File: src/rtl/pipe_stage_skid.sv
// Multi-lane pipeline stage register with valid/ready handshake, 2-entry skid buffer and flush.
// Define PIPE_STAGE_PERF_EN to add the saturating stall/flush performance counters.
`timescale 1ns/1ps

module pipe_stage_skid_lane #(
    parameter int DATA_W      = 96,
    parameter int ZERO_BUBBLE = 1
) (
    input  logic              clk,
    input  logic              rst_n,
    input  logic              clr,
    input  logic              ld_m_in,
    input  logic              ld_s_in,
    input  logic              ld_m_s,
    input  logic              out_en,
    input  logic              in_vld,
    input  logic [DATA_W-1:0] in_data,
    output logic              out_vld,
    output logic [DATA_W-1:0] out_data
);
    logic              m_vld, s_vld;
    logic [DATA_W-1:0] m_data, s_data;

    always_ff @(posedge clk or negedge rst_n) begin
        if (!rst_n) begin
            m_vld <= 1'b0;
            s_vld <= 1'b0;
        end else if (clr) begin
            m_vld <= 1'b0;
            s_vld <= 1'b0;
        end else begin
            if (ld_m_in)     m_vld <= in_vld;
            else if (ld_m_s) m_vld <= s_vld;
            if (ld_s_in)     s_vld <= in_vld;
        end
    end

    // Payload is only observed while out_en is high, so it needs no reset.
    always_ff @(posedge clk) begin
        if (ld_m_in)     m_data <= in_data;
        else if (ld_m_s) m_data <= s_data;
        if (ld_s_in)     s_data <= in_data;
    end

    assign out_vld  = out_en & m_vld;
    assign out_data = (ZERO_BUBBLE != 0 && !out_en) ? '0 : m_data;
endmodule

module pipe_stage_skid #(
    parameter int LANES       = 2,
    parameter int DATA_W      = 96,
    parameter int ZERO_BUBBLE = 1,
    parameter int CNT_W       = 16
) (
    input  logic                    clk,
    input  logic                    rst_n,
    input  logic                    flush,
    input  logic                    in_valid,
    output logic                    in_ready,
    input  logic [LANES-1:0]        in_lane_vld,
    input  logic [LANES*DATA_W-1:0] in_data,
    output logic                    out_valid,
    input  logic                    out_ready,
    output logic [LANES-1:0]        out_lane_vld,
    output logic [LANES*DATA_W-1:0] out_data
`ifdef PIPE_STAGE_PERF_EN
    ,
    output logic [CNT_W-1:0]        perf_stall_cnt,
    output logic [CNT_W-1:0]        perf_flush_cnt
`endif
);
    typedef enum logic [1:0] {ST_EMPTY, ST_ONE, ST_TWO} state_t;

    state_t state, state_nxt;
    logic   acc, pop;
    logic   ld_m_in, ld_s_in, ld_m_s;

    if (LANES < 1 || DATA_W < 1 || CNT_W < 1) begin : g_bad_param
        $error("pipe_stage_skid: LANES, DATA_W and CNT_W must all be >= 1");
    end

    assign acc       = in_valid & in_ready;
    assign out_valid = (state != ST_EMPTY);
    assign pop       = out_valid & out_ready;

    always_ff @(posedge clk or negedge rst_n) begin
        if (!rst_n) begin
            state    <= ST_EMPTY;
            in_ready <= 1'b0;
        end else begin
            state    <= state_nxt;
            in_ready <= (state_nxt != ST_TWO);
        end
    end

    always_comb begin
        state_nxt = state;
        ld_m_in   = 1'b0;
        ld_s_in   = 1'b0;
        ld_m_s    = 1'b0;
        case (state)
            ST_EMPTY: if (acc) begin
                state_nxt = ST_ONE;
                ld_m_in   = 1'b1;
            end
            ST_ONE: begin
                if (acc && pop) begin
                    ld_m_in = 1'b1;
                end else if (acc) begin
                    state_nxt = ST_TWO;
                    ld_s_in   = 1'b1;
                end else if (pop) begin
                    state_nxt = ST_EMPTY;
                end
            end
            ST_TWO: if (pop) begin
                state_nxt = ST_ONE;
                ld_m_s    = 1'b1;
            end
            default: state_nxt = ST_EMPTY;
        endcase
        // Flush wins: any beat accepted this cycle is dropped, a pop still completes.
        if (flush) begin
            state_nxt = ST_EMPTY;
            ld_m_in   = 1'b0;
            ld_s_in   = 1'b0;
            ld_m_s    = 1'b0;
        end
    end

    for (genvar i = 0; i < LANES; i++) begin : g_lane
        pipe_stage_skid_lane #(
            .DATA_W      (DATA_W),
            .ZERO_BUBBLE (ZERO_BUBBLE)
        ) u_lane (
            .clk      (clk),
            .rst_n    (rst_n),
            .clr      (flush),
            .ld_m_in  (ld_m_in),
            .ld_s_in  (ld_s_in),
            .ld_m_s   (ld_m_s),
            .out_en   (out_valid),
            .in_vld   (in_lane_vld[i]),
            .in_data  (in_data[i*DATA_W +: DATA_W]),
            .out_vld  (out_lane_vld[i]),
            .out_data (out_data[i*DATA_W +: DATA_W])
        );
    end

`ifdef PIPE_STAGE_PERF_EN
    logic [1:0]     held_beats;
    logic [CNT_W:0] flush_sum;

    assign held_beats = (state == ST_TWO) ? 2'd2 : (state == ST_ONE) ? 2'd1 : 2'd0;
    assign flush_sum  = {1'b0, perf_flush_cnt} + (CNT_W+1)'(held_beats);

    always_ff @(posedge clk or negedge rst_n) begin
        if (!rst_n) begin
            perf_stall_cnt <= '0;
            perf_flush_cnt <= '0;
        end else begin
            if (out_valid && !out_ready && perf_stall_cnt != '1)
                perf_stall_cnt <= perf_stall_cnt + CNT_W'(1);
            if (flush)
                perf_flush_cnt <= flush_sum[CNT_W] ? '1 : flush_sum[CNT_W-1:0];
        end
    end
`endif

    a_in_stable: assert property (@(posedge clk) disable iff (!rst_n)
        (in_valid && !in_ready && !flush) |=>
        (in_valid && $stable(in_data) && $stable(in_lane_vld)));

    a_out_hold: assert property (@(posedge clk) disable iff (!rst_n)
        (out_valid && !out_ready && !flush) |=>
        (out_valid && $stable(out_data) && $stable(out_lane_vld)));
endmodule

File: config.mk
export PLATFORM = sky130hd
export DESIGN_NAME = pipe_stage_skid
export DESIGN_NICKNAME = d
export VERILOG_FILES = /design/src/rtl/pipe_stage_skid.sv
export SDC_FILE = /design/constraint.sdc
export NUM_CORES = 1
export LEC_CHECK = 0
export ABC_AREA = 1
export CAP_MARGIN = 20
export CORE_MARGIN = 3
export CORE_UTILIZATION = 50
export DETAILED_ROUTE_END_ITERATION = 10
export PLACE_DENSITY = 0.81
export SLEW_MARGIN = 20
export SYNTH_ARGS = -nofsm -noshare
export SYNTH_HDL_FRONTEND = slang
export SYNTH_HIERARCHICAL = 1
export SYNTH_SLANG_ARGS = --single-unit
File: constraint.sdc
create_clock -name clk -period 11.25 [get_ports clk]
set_clock_uncertainty 0.1 [all_clocks]
set_input_delay 2.25 -clock clk [delete_from_list [all_inputs] [get_ports clk]]
set_output_delay 2.25 -clock clk [all_outputs]
set_load 0.005 [all_outputs]
=== After elaboration in Yosys (flattened, before gate mapping) ===
Cells that the tools add are included.
W data, S select, Z words.

* Bits in latches: 0
* Bits in read-only memories: 0
* Word-level logic and storage cells: 56
* Memory bits (writable): 0
* Input port bits: 199
* Register bits: 391
* Output and inout port bits: 196
* Memories: 0

* Equal/unequal tests: 3
* Order comparisons: 0
* Divide/modulo/power cells: 0
* Multiplexer cells: 33
* Reduce and logical (&&, ||, !) cells: 6
* $add $sub $neg: 0
* Bitwise logic cells: 4
* Shifts and indexed selects: 0
* Multipliers: 0

{| class="wikitable"
|+ Operator list
! cell !! count
|-
| $mux W96 || 6
|-
| $mux W1 || 19
|-
| $mux W2 || 6
|-
| $pmux W2 S3 || 1
|-
| $reduce_bool A2 Y1 || 3
|-
| $and A1 B1 Y1 || 4
|-
| $reduce_bool A3 Y1 || 1
|-
| $eq A2 B1 Y1 const B || 1
|-
| $eq A2 B2 Y1 const B || 1
|-
| $logic_not A2 Y1 || 1
|-
| $ne A2 B2 Y1 const B || 1
|-
| $pmux W1 S2 || 1
|-
| $logic_and A1 B1 Y1 || 1
|}

=== Depth between registers and ports, before layout ===
Gate-level depths: netlist (run 1).

* Depth after elaboration: 8
* Mapped depth: 11
* Depth with buffers taken out: 9

=== Hierarchy ===
The synthesis (run 1) kept the hierarchy.

{| class="wikitable"
|+ Modules (own cells, without submodules)
! module !! seq. area each (um2) !! area an instance (um2) !! instances !! cells an instance
|-
| pipe_stage_skid_lane || 5,815.6 || 7,877.6 || 2 || 721
|-
| pipe_stage_skid || 75.1 || 175.2 || 1 || 25
|}

=== Least setup slack after synthesis (run 1) ===
Ideal clock, no wire load.

* Path type: input to register
* Start: input flush
* End: register g_lane[0].u_lane.s_vld
* Buffers on the path: 0
* Setup time: 0.138 ns
* Arrival: 11.587 ns
* Data required time: 11.012 ns
* Cell stages on the path: 5
* Setup slack: -0.575 ns
* Cell sequence: inv_1 > nand2_2 > nor2_1 > o21ai_0 > a21oi_1

* Word-level cells in the longest chain between the ends: 2
* Elaborated cells between the ends (all ways): 3
* Classes of those cells: 2 x mux; 1 x reduce/logical

{| class="wikitable"
|+ RTL lines
! element !! line !! RTL
|-
| start, declared || 57 || <nowiki>input logic flush,</nowiki>
|-
| $mux W1 || 123 || <nowiki>if (flush) begin</nowiki>
|-
| net ld_s_in || 76 || <nowiki>logic ld_m_in, ld_s_in, ld_m_s;</nowiki>
|-
| $reduce_bool A2 Y1 (no line) || -- ||
|-
| end signal, assigned || 34 || <nowiki>if (ld_s_in) s_vld <= in_vld;</nowiki>
|-
| end, declared || 21 || <nowiki>logic m_vld, s_vld;</nowiki>
|}

The timed path passes the listed nets, and every way through them passes these cells.
A chain may end at the register's enable or synchronous reset.

=== Final worst setup path (run 1) ===
* Start: register state[1]
* End: output out_data[17]

* Word-level cells in the longest chain between the ends: 2

{| class="wikitable"
|+ RTL lines
! element !! line !! RTL
|-
| start, declared || 74 || <nowiki>state_t state, state_nxt;</nowiki>
|-
| start signal, assigned || 91 || <nowiki>state <= state_nxt;</nowiki>
|-
| $reduce_bool A2 Y1 || 83 || <nowiki>assign out_valid = (state != ST_EMPTY);</nowiki>
|-
| $mux W96 || 46 || <nowiki>assign out_data = (ZERO_BUBBLE != 0 && !out_en) ? '0 : m_data;</nowiki>
|-
| end, declared || 65 || <nowiki>output logic [LANES*DATA_W-1:0] out_data</nowiki>
|}

No other way between the ends.

==> results.toml, run 1 <==
[run_status]
status = "complete, no violations"

[drt]
vias_per_cell = 4.847
dr.pass1.iters = 5
antenna_left = 0
vias = 11060
post_drt_wl_per_cell_um = 16.45
remaining_drc_errors = 0
routed_wl_um = 37550
drt_iter0_drc = 796

[sta]
finalCritPeriodShare_pct = 52.31
fmax_ghz = 0.1699
finalCriticalPeriod_ns = 5.885
tightest_slew_ns = 1.100
drv_slew = 0
fin_setup_tns_ns = 0
finalHoldViolations = 0
relSlewSlack_pct = 26.66
rsz0062_at_grt = "false"
final-setup-viol-count = 0

[pwr]
leakage_nw = 9.532
sw_frac_of_total_pct = 21.45
p_clk_share_pct = 38.7
seqPwrFrac_pct = 50.7
p_switching_w = 0.0007079
intPower_w = 0.002593
ir_drop_mv = 0.1707
pwr-share-comb_pct = 10.6
power_density_nw_per_um2 = 154.4

[finish]
final_common_cell = "nand2_1"
final_cell_mix = "nand2_1, clkdlybuf4s50_1, edfxtp_1, inv_1, clkbuf_16"
area_delta_synth_final_pct = 34.18
utilization_pct = 68.98
drive_above_1_share_pct = 3.787
final_cells = 2282
fin_nets = 2046

[yosys]
syn_inst = 1467
ys_ff_latch = 391
syn-num-nets = 1666
synth_top_cell_area_share_pct = 72.38
synthTopCellsByArea = "edfxtp_1, nand2_1, inv_1, buf_2, dfrtp_1"
syn_area_per_cell_um2 = 10.86
syn_area_um2 = 15930
synth_cell_type_count = 17
yosysWarnings = 6
ys_seq_area_share_pct = 73.48
synth_top_area_cell = "edfxtp_1"

[clock_network]
insertion_delay_ns = 0.50
clockBufferDepth = 3
numCtsBuffers = 41
cts_setup_buffers = 0
cts.clk_slew.worst_paths_ns = 0.06
cts_tree = "done"
cts_resized = 0
hold_buffers = 0
h-tree-depth = 2
cts_root_buf = "clkbuf_16"
clkSinkCount = 391

[floorplanning]
dieArea_um2 = 34040
coreArea_um2 = 30990
dieHeight_um = 184.5
placementRows = 64
start_util_pct = 51.41
pin_count = 395
die_x_um = 184.5

[placed_design]
place.gp.congestion = 0.8137
dp.final_hpwl_um = 24380
dp.cells = 2200
io_buffers = 394

[worst_setup_path]
reg2reg_to = "g_lane[0].u_lane/m_data[41]$_DFFE_PP_"
worst_ep_arrival_time_ns = 3.53
slowest_delay_ns = 0.87
end_kind = "output pin"
cp.required_ns = 8.90
r2r-start = "state[1]$_DFF_PN0_"
reg2reg_slack_ns = 7.54
worstSetupPathType = "register to output pin"
rr_worst_depth = 7
startpoint_type = "register"
cp_max_fo = 99
critical_path.slowest_cell = "buf_4"
worstPathCellList = "inv_2, nand2_4, buf_4, nand2_1, inv_1, clkdlybuf4s50_1"

[min_path]
hold_end = "g_lane[0].u_lane/m_data[60]$_DFFE_PP_"
holdPathStages = 2
worstHoldPathType = "register to register"
hp-start = "g_lane[0].u_lane/s_data[60]$_DFFE_PP_"

[global_route]
grt_pass1_vias = 11090
grt_max_degree = 112
grt_use_total_pct = 21.51
grt_pass1_wl_um = 57800
antenna_found_initial = 8
grt-ovfl-total = 0

[flow_run]
cap_violations = 0
-- worst max-delay path by stage --
| stage | start | end | slack (ns) | depth (start not counted) |
|---|---|---|---|---|
| final | state[1]$_DFF_PN0_ | out_data[17] | 5.37 | 6 |
| after global routing | state[1]$_DFF_PN0_ | out_data[17] | 5.11 | 6 |
| after CTS | state[1]$_DFF_PN0_ | out_data[86] | 5.29 | 6 |
| after detailed placement | out_ready | g_lane[0].u_lane/m_data[37]$_DFFE_PP_ | 4.86 | 9 |
| after global placement | out_ready | g_lane[0].u_lane/m_data[40]$_DFFE_PP_ | 4.90 | 9 |
| after floorplan | flush | g_lane[0].u_lane/s_vld$_DFFE_PN0P_ | 2.88 | 5 |
-- power groups by stage --
stage	clock, W	sequential, W	combinational [W]
after floorplan	0	0.00171	0.000144
after global placement	0	0.00170	0.000341
after detailed placement	0	0.00170	0.000350
after CTS	0.00130	0.00167	0.000352
after global routing	0.00136	0.00168	0.000384
final	0.00128	0.00167	0.000349
-- critical path: cells and delay by family (launching register included) --
family	cells	cell delay (ns)
flops	1	0.41
buf+inv	4	1.61
simple gates	2	0.82
-- state kept, by name (all words and copies together), names as in the netlist --
| register | flops |
|---|---|
| g_lane.u_lane/s_vld | 2 |
| g_lane.u_lane/m_vld | 2 |
| g_lane.u_lane/s_data | 192 |
| state | 2 |
| in_ready | 1 |
| g_lane.u_lane/m_data | 192 |
-- cell usage after synthesis --
master and instances:
nor3_1 1, nand2_2 1, o21ai_0 2, o21ai_2 1, dfrtp_1 7, inv_4 2
a21oi_1 4, nand2_1 786, nand3_1 3, inv_1 203, buf_4 18, buf_6 4
nand4_1 4, edfxtp_1 384, nor2_1 3, inv_2 2, buf_2 42
-- stage by stage --
stage                     area [µm²]  hold slack, ns  setup slack, ns  total power [W]
after floorplan                15930          0.3874            2.880         0.001851
after global placement         20070          0.3908            4.903         0.002043
after detailed placement       20070          0.3944            4.863         0.002054
after CTS                      21330          0.4087            5.288         0.003328
after global routing           21370          0.4195            5.112         0.003425
final                          21380          0.4054            5.365         0.003301
-- routing by layer --
layer	GRT usage (%)	part of all wire, %
met1	26.51	37
met2	37.38	52
met3	3.868	7.1
met4	9.344	3.7
met5	0	0.035
-- logic make-up after synthesis --
logic type	count (synthesis)	share of synthesized area [%]
and+or+nand+nor	798	18.91
DFF	391	73.48
buffers and inverters	271	7.359
AOI/OAI and AO/OA	7	0.2435
-- cell type report --
type | count | area [µm²]
Antenna cell | 11 | 27.53
Clock buffer | 50 | 1060
Clock inverter | 21 | 203.9
Fill cell | 2181 | 9614
Inverter | 207 | 782.0
Multi-Input combinational cell | 805 | 3089
Sequential cell | 391 | 11710
Tap cell | 396 | 495.5
Timing Repair Buffer | 401 | 4011
No activity file was read; power rests on OpenSTA's default activity.
==> run 2, diff against run 1 <==
--- a/config.mk
+++ b/config.mk
@@ -8,9 +8,9 @@
 export ABC_AREA = 1
 export CAP_MARGIN = 20
 export CORE_MARGIN = 3
-export CORE_UTILIZATION = 50
+export CORE_UTILIZATION = 45
 export DETAILED_ROUTE_END_ITERATION = 10
-export PLACE_DENSITY = 0.81
+export PLACE_DENSITY = 0.77
 export SLEW_MARGIN = 20
 export SYNTH_ARGS = -nofsm -noshare
 export SYNTH_HDL_FRONTEND = slang
==> constraint.sdc (replaced) <==
create_clock -name clk -period 5 [get_ports clk]
set_clock_uncertainty 0.1 [all_clocks]
set_input_delay 1 -clock clk [delete_from_list [all_inputs] [get_ports clk]]
set_output_delay 1 -clock clk [all_outputs]
set_load 0.005 [all_outputs]
==> run 2 against run 1 <==
Sequential power increased by 130%; routed wire length increased by 0.93%; via count decreased by 0.66%; first-iteration DRC count increased by 1.9%; non-clock buffer count increased by 7; clock power increased by 130%; final area increased by 0.67%; clock-buffer cell count increased by 2.
==> results.toml, run 2 (synthesis results as in run 1) <==
[run_status]
status = "complete, no violations"

[clock_network]
numCtsBuffers = 41
cts_setup_buffers = 0
clkSinkCount = 391
cts_root_buf = "clkbuf_16"
h-tree-depth = 2
cts_resized = 0
hold_buffers = 0
insertion_delay_ns = 0.52
cts.clk_slew.worst_paths_ns = 0.06
cts_tree = "done"
clockBufferDepth = 3

[worst_setup_path]
critPathBufInv = 4
critical_path.slowest_cell = "buf_4"
cp_max_fo = 52
worst_ep_arrival_time_ns = 2.70
crit_family = "buffers and inverters"
end_kind = "output pin"
slowest_delay_ns = 0.53
cp.required_ns = 3.90
worstPathCellList = "inv_2, nand2_4, buf_4, nand2_1, inv_1, clkdlybuf4s50_1"
startpoint = "state[1]$_DFF_PN0_"
startpoint_type = "register"
worstSetupPathType = "register to output pin"
r2r-start = "state[1]$_DFF_PN0_"

[floorplanning]
start_util_pct = 45.89
dieHeight_um = 194.2
dieArea_um2 = 37690
die_x_um = 194.2
pin_count = 395
coreArea_um2 = 34710
placementRows = 68

[sta]
finalCriticalPeriod_ns = 3.798
fmax_ghz = 0.2633
final-setup-viol-count = 0
fin_setup_tns_ns = 0
tightest_slew_ns = 1.077
finalCritPeriodShare_pct = 75.97
finalHoldViolations = 0
rsz0062_at_grt = "false"
finalHoldWorstSlack_ns = 0.4104
drv_slew = 0
relSlewSlack_pct = 28.18

[placed_design]
placed_cell_area_um2 = 20250
dp.final_hpwl_um = 24900
io_buffers = 394
place.gp.congestion = 0.8022

[pwr]
power_density_nw_per_um2 = 346.4
leakage_nw = 9.579
ir_drop_mv = 0.4235

[finish]
fin_area_um2 = 21520
ff_latch_area_um2 = 11710
fill_cells = 2714
final_common_cell = "nand2_1"
area_delta_synth_final_pct = 35.08
multiInputGateArea_um2 = 3089
fin_nets = 2053
drive_above_1_share_pct = 4.145
utilization_pct = 61.99
reg_top3 = "g_lane.u_lane/m_data x192, g_lane.u_lane/s_data x192"
final_cell_mix = "nand2_1, clkdlybuf4s50_1, edfxtp_1, inv_1, clkbuf_16"

[global_route]
grt_use_total_pct = 19.50
antenna_found_initial = 5
grt_pass1_wl_um = 59120
grt_max_degree = 110
grt-ovfl-total = 0
grt_pass1_vias = 10890

[min_path]
hp-start = "g_lane[1].u_lane/s_data[41]$_DFFE_PP_"
worstHoldPathType = "register to register"

[drt]
routed_wl_um = 37900
remaining_drc_errors = 0
drt_iter0_drc = 811
post_drt_wl_per_cell_um = 16.18
dr.pass1.iters = 5
antenna_left = 0
vias_per_cell = 4.692
vias = 10990

[flow_run]
cap_violations = 0
[run 2: cell types whose count changed in the layout (fill, tap and decap cells not counted), sizes merged]
cell / previous run / this run
clkbuf: 50 / 52
inv: 208 / 209
diode: 11 / 5
buf: 7 / 14
clkinv: 15 / 13
clkinvlp: 1 / 0
[run 2: final cells by class]
class,count,area share [%]
inverter,207,3.634
timing repair buffer,408,19.05
multi-input combinational,805,14.36
tap,455,2.646
sequential,391,54.40
clock inverter,19,0.9012
antenna,5,0.05814
clock buffer,52,4.960
[run 2: routing by layer]
metal  share of wire [%]  GRT usage [%]
met5                   0              0
met4                 3.5          7.819
met3                 5.9          3.023
met2                  52          34.08
met1                  39          24.46
[run 2: worst min-delay path: cells and delay by family, from the launching register on]
kind | cells | cell delay (ns)
flip-flops | 1 | 0.32
AND/OR/NAND/NOR | 2 | 0.09
[run 2: per-stage QoR]
stage          std cells  setup slack (ns)  total power (W)
4_1_cts             2337             1.172         0.007545
5_1_grt             2342             1.004         0.007745
3_5_place_dp        2266             1.272         0.004635
2_1_floorplan       1467            0.1915         0.004163
3_3_place_gp        2266             1.311         0.004613
6_report            2342             1.202         0.007454
[run 2: worst paths after layout]
check	cells after the start	to	slack (ns)
worst min-delay path	2	g_lane[1].u_lane/m_data[41]$_DFFE_PP_	0.41
worst max-delay path	6	out_data[110]	1.20
worst max register to register	7	g_lane[1].u_lane/m_data[17]$_DFFE_PP_	2.42
max in group asynchronous	1	g_lane[1].u_lane/m_vld$_DFFE_PN0P_	3.86
min in group asynchronous	1	state[0]$_DFF_PN0_	0.66
worst min register to register	2	g_lane[1].u_lane/m_data[41]$_DFFE_PP_	0.41
[run 2: power breakdown]
| part | total, W | switching (W) | internal (W) |
|---|---|---|---|
| Clock | 0.00289 | 0.00118 | 0.00171 |
| Combinational | 0.000795 | 0.000403 | 0.000392 |
| Sequential | 0.00377 | 0.0000278 | 0.00374 |
| Total | 0.00745 | 0.00161 | 0.00584 |
==> run 3, diff against run 2 <==
--- a/config.mk
+++ b/config.mk
@@ -8,9 +8,9 @@
 export ABC_AREA = 1
 export CAP_MARGIN = 20
 export CORE_MARGIN = 3
-export CORE_UTILIZATION = 45
+export CORE_UTILIZATION = 50
 export DETAILED_ROUTE_END_ITERATION = 10
-export PLACE_DENSITY = 0.77
+export PLACE_DENSITY = 0.81
 export SLEW_MARGIN = 20
 export SYNTH_ARGS = -nofsm -noshare
 export SYNTH_HDL_FRONTEND = slang
==> constraint.sdc (replaced) <==
create_clock -name clk -period 3.8 [get_ports clk]
set_clock_uncertainty 0.1 [all_clocks]
set_input_delay 0.76 -clock clk [delete_from_list [all_inputs] [get_ports clk]]
set_output_delay 0.76 -clock clk [all_outputs]
set_load 0.005 [all_outputs]
==> run 3 against run 2 <==
Highest routed layer unchanged; global-route usage rose by 2.5 points; clock power rose by 32%; routed wire length rose by 1.3%; utilization rose by 7.6 points; register-to-register slack got worse by 0.76 ns.
==> results.toml, run 3 (synthesis results as in run 1) <==
[run_status]
status = "complete, no violations"

[global_route]
gr-usage-met3_pct = 3.395
antenna_found_initial = 5
grt_pass1_vias = 11260
gr-usage-met1_pct = 26.16
grt_pass1_wl_um = 59000
grt_use_total_pct = 21.98
grt_max_degree = 122
grt-ovfl-total = 0
grt.busiest_layer = "met2"
gr-usage-met2_pct = 39.73

[min_path]
worstHoldPathType = "register to register"

[worst_setup_path]
cp_max_fo = 41
worst_ep_arrival_time_ns = 2.53
endpoint = "out_data[36]"
startpoint = "state[1]$_DFF_PN0_"
end_kind = "output pin"
r2r-start = "state[1]$_DFF_PN0_"
startpoint_type = "register"
rr_worst_depth = 7
cp.required_ns = 2.94
reg2reg_slack_ns = 1.66
reg2reg_to = "g_lane[1].u_lane/m_data[91]$_DFFE_PP_"
worstSetupPathType = "register to output pin"

[floorplanning]
start_util_pct = 51.41
pin_count = 395
dieArea_um2 = 34040
coreArea_um2 = 30990
placementRows = 64
die_x_um = 184.5
dieHeight_um = 184.5

[finish]
reg_top3 = "g_lane.u_lane/m_data x192, g_lane.u_lane/s_data x192"
ff_latch_area_um2 = 11710
fin_nets = 2056
final_cells = 2287
fill_cells = 2172
area_delta_synth_final_pct = 35.38
drive_above_1_share_pct = 4.297
multiInputGateArea_um2 = 3089
final_common_cell = "nand2_1"
final_cell_mix = "nand2_1, clkdlybuf4s50_1, edfxtp_1, inv_1, clkbuf_16"

[sta]
rsz0062_at_grt = "false"
relSlewSlack_pct = 30.07
final-setup-viol-count = 0
finalCriticalPeriod_ns = 3.387
finalCritPeriodShare_pct = 89.13
tightest_slew_ns = 1.049
drv_slew = 0
finalHoldViolations = 0
fmax_ghz = 0.2953

[drt]
vias = 11130
vias_per_cell = 4.867
routed_wl_um = 38380
drt_iter0_drc = 916
antenna_left = 0
remaining_drc_errors = 0
post_drt_wl_per_cell_um = 16.78
dr.pass1.iters = 5

[placed_design]
dp.cells = 2210
place.gp.congestion = 0.8643
io_buffers = 394
dp.final_hpwl_um = 25420

[pwr]
ir_drop_mv = 0.3785
leakage_nw = 9.611
power_w = 0.009842
power_density_nw_per_um2 = 456.4

[clock_network]
insertion_delay_ns = 0.51
numCtsBuffers = 41
cts_tree = "done"
cts_root_buf = "clkbuf_16"
hold_buffers = 0
cts_resized = 0
clkSinkCount = 391
cts.clk_slew.worst_paths_ns = 0.06
h-tree-depth = 2
clockBufferDepth = 3
cts_setup_buffers = 0

[flow_run]
cap_violations = 0
## run 3: cell count changes in the layout (fill, tap and decap cells not counted), sizes merged
cell / delta
diode: +1
buf: +3
bufinv: -1
clkinv: -7
clkinvlp: +2
inv: -2
clkbuf: +8
## run 3: area by class of cell
type | instances | area share (%)
Antenna cell | 6 | 0.06962
Clock buffer | 60 | 5.274
Clock inverter | 11 | 0.6092
Inverter | 207 | 3.684
Multi-Input combinational cell | 805 | 14.32
Sequential cell | 391 | 54.28
Tap cell | 396 | 2.298
Timing Repair Buffer | 411 | 19.46
## run 3: power breakdown
group	switching, W	leakage, nW	total [W]	internal [W]
Sequential	0.0000371	3.62	0.00495	0.00492
Combinational	0.000538	5.38	0.00107	0.000531
Clock	0.00155	0.611	0.00382	0.00227
## run 3: how the worst min path moves through the flow
stage | start | endpoint | slack (ns) | cells after the start
3_3_place_gp | g_lane[1].u_lane/s_data[22]$_DFFE_PP_ | g_lane[1].u_lane/m_data[22]$_DFFE_PP_ | 0.39 | 2
2_1_floorplan | rst_n | g_lane[0].u_lane/m_vld$_DFFE_PN0P_ | 0.36 | 0
5_1_grt | g_lane[1].u_lane/s_data[39]$_DFFE_PP_ | g_lane[1].u_lane/m_data[39]$_DFFE_PP_ | 0.42 | 2
3_5_place_dp | g_lane[1].u_lane/s_data[35]$_DFFE_PP_ | g_lane[1].u_lane/m_data[35]$_DFFE_PP_ | 0.40 | 2
4_1_cts | g_lane[1].u_lane/s_data[35]$_DFFE_PP_ | g_lane[1].u_lane/m_data[35]$_DFFE_PP_ | 0.41 | 2
6_report | g_lane[1].u_lane/s_data[35]$_DFFE_PP_ | g_lane[1].u_lane/m_data[35]$_DFFE_PP_ | 0.40 | 2
## run 3: layer usage
metal  part of all wire, %  wire (µm)  vias up
met3                   5.8       2234       97
li1                      -          -     5394
met4                   4.1       1574        0
met1                    37      14310     5250
met5                     0          0        -
met2                    53      20270      389
## run 3: per-stage QoR
step | setup WS (ns) | instance area [µm²] | util, % | hold WS (ns) | setup TNS, ns
after detailed placement | 0.6506 | 20280 | 65.45 | 0.3969 | 0
after CTS | 0.3865 | 21550 | 69.54 | 0.4060 | 0
after global routing | 0.2661 | 21560 | 69.58 | 0.4222 | 0
after global placement | 0.7626 | 20280 | 65.45 | 0.3899 | 0
final | 0.4131 | 21570 | 69.59 | 0.4018 | 0
after floorplan | -0.6392 | 15960 | - | 0.3644 | -118.83
## run 3: worst max-delay path, stage by stage (launching register included)
cell and delay (ns):
dfrtp_1 0.40, inv_2 0.08, nand2_4 0.42, buf_4 0.39, nand2_1 0.09, inv_1 0.08
clkdlybuf4s50_1 0.52
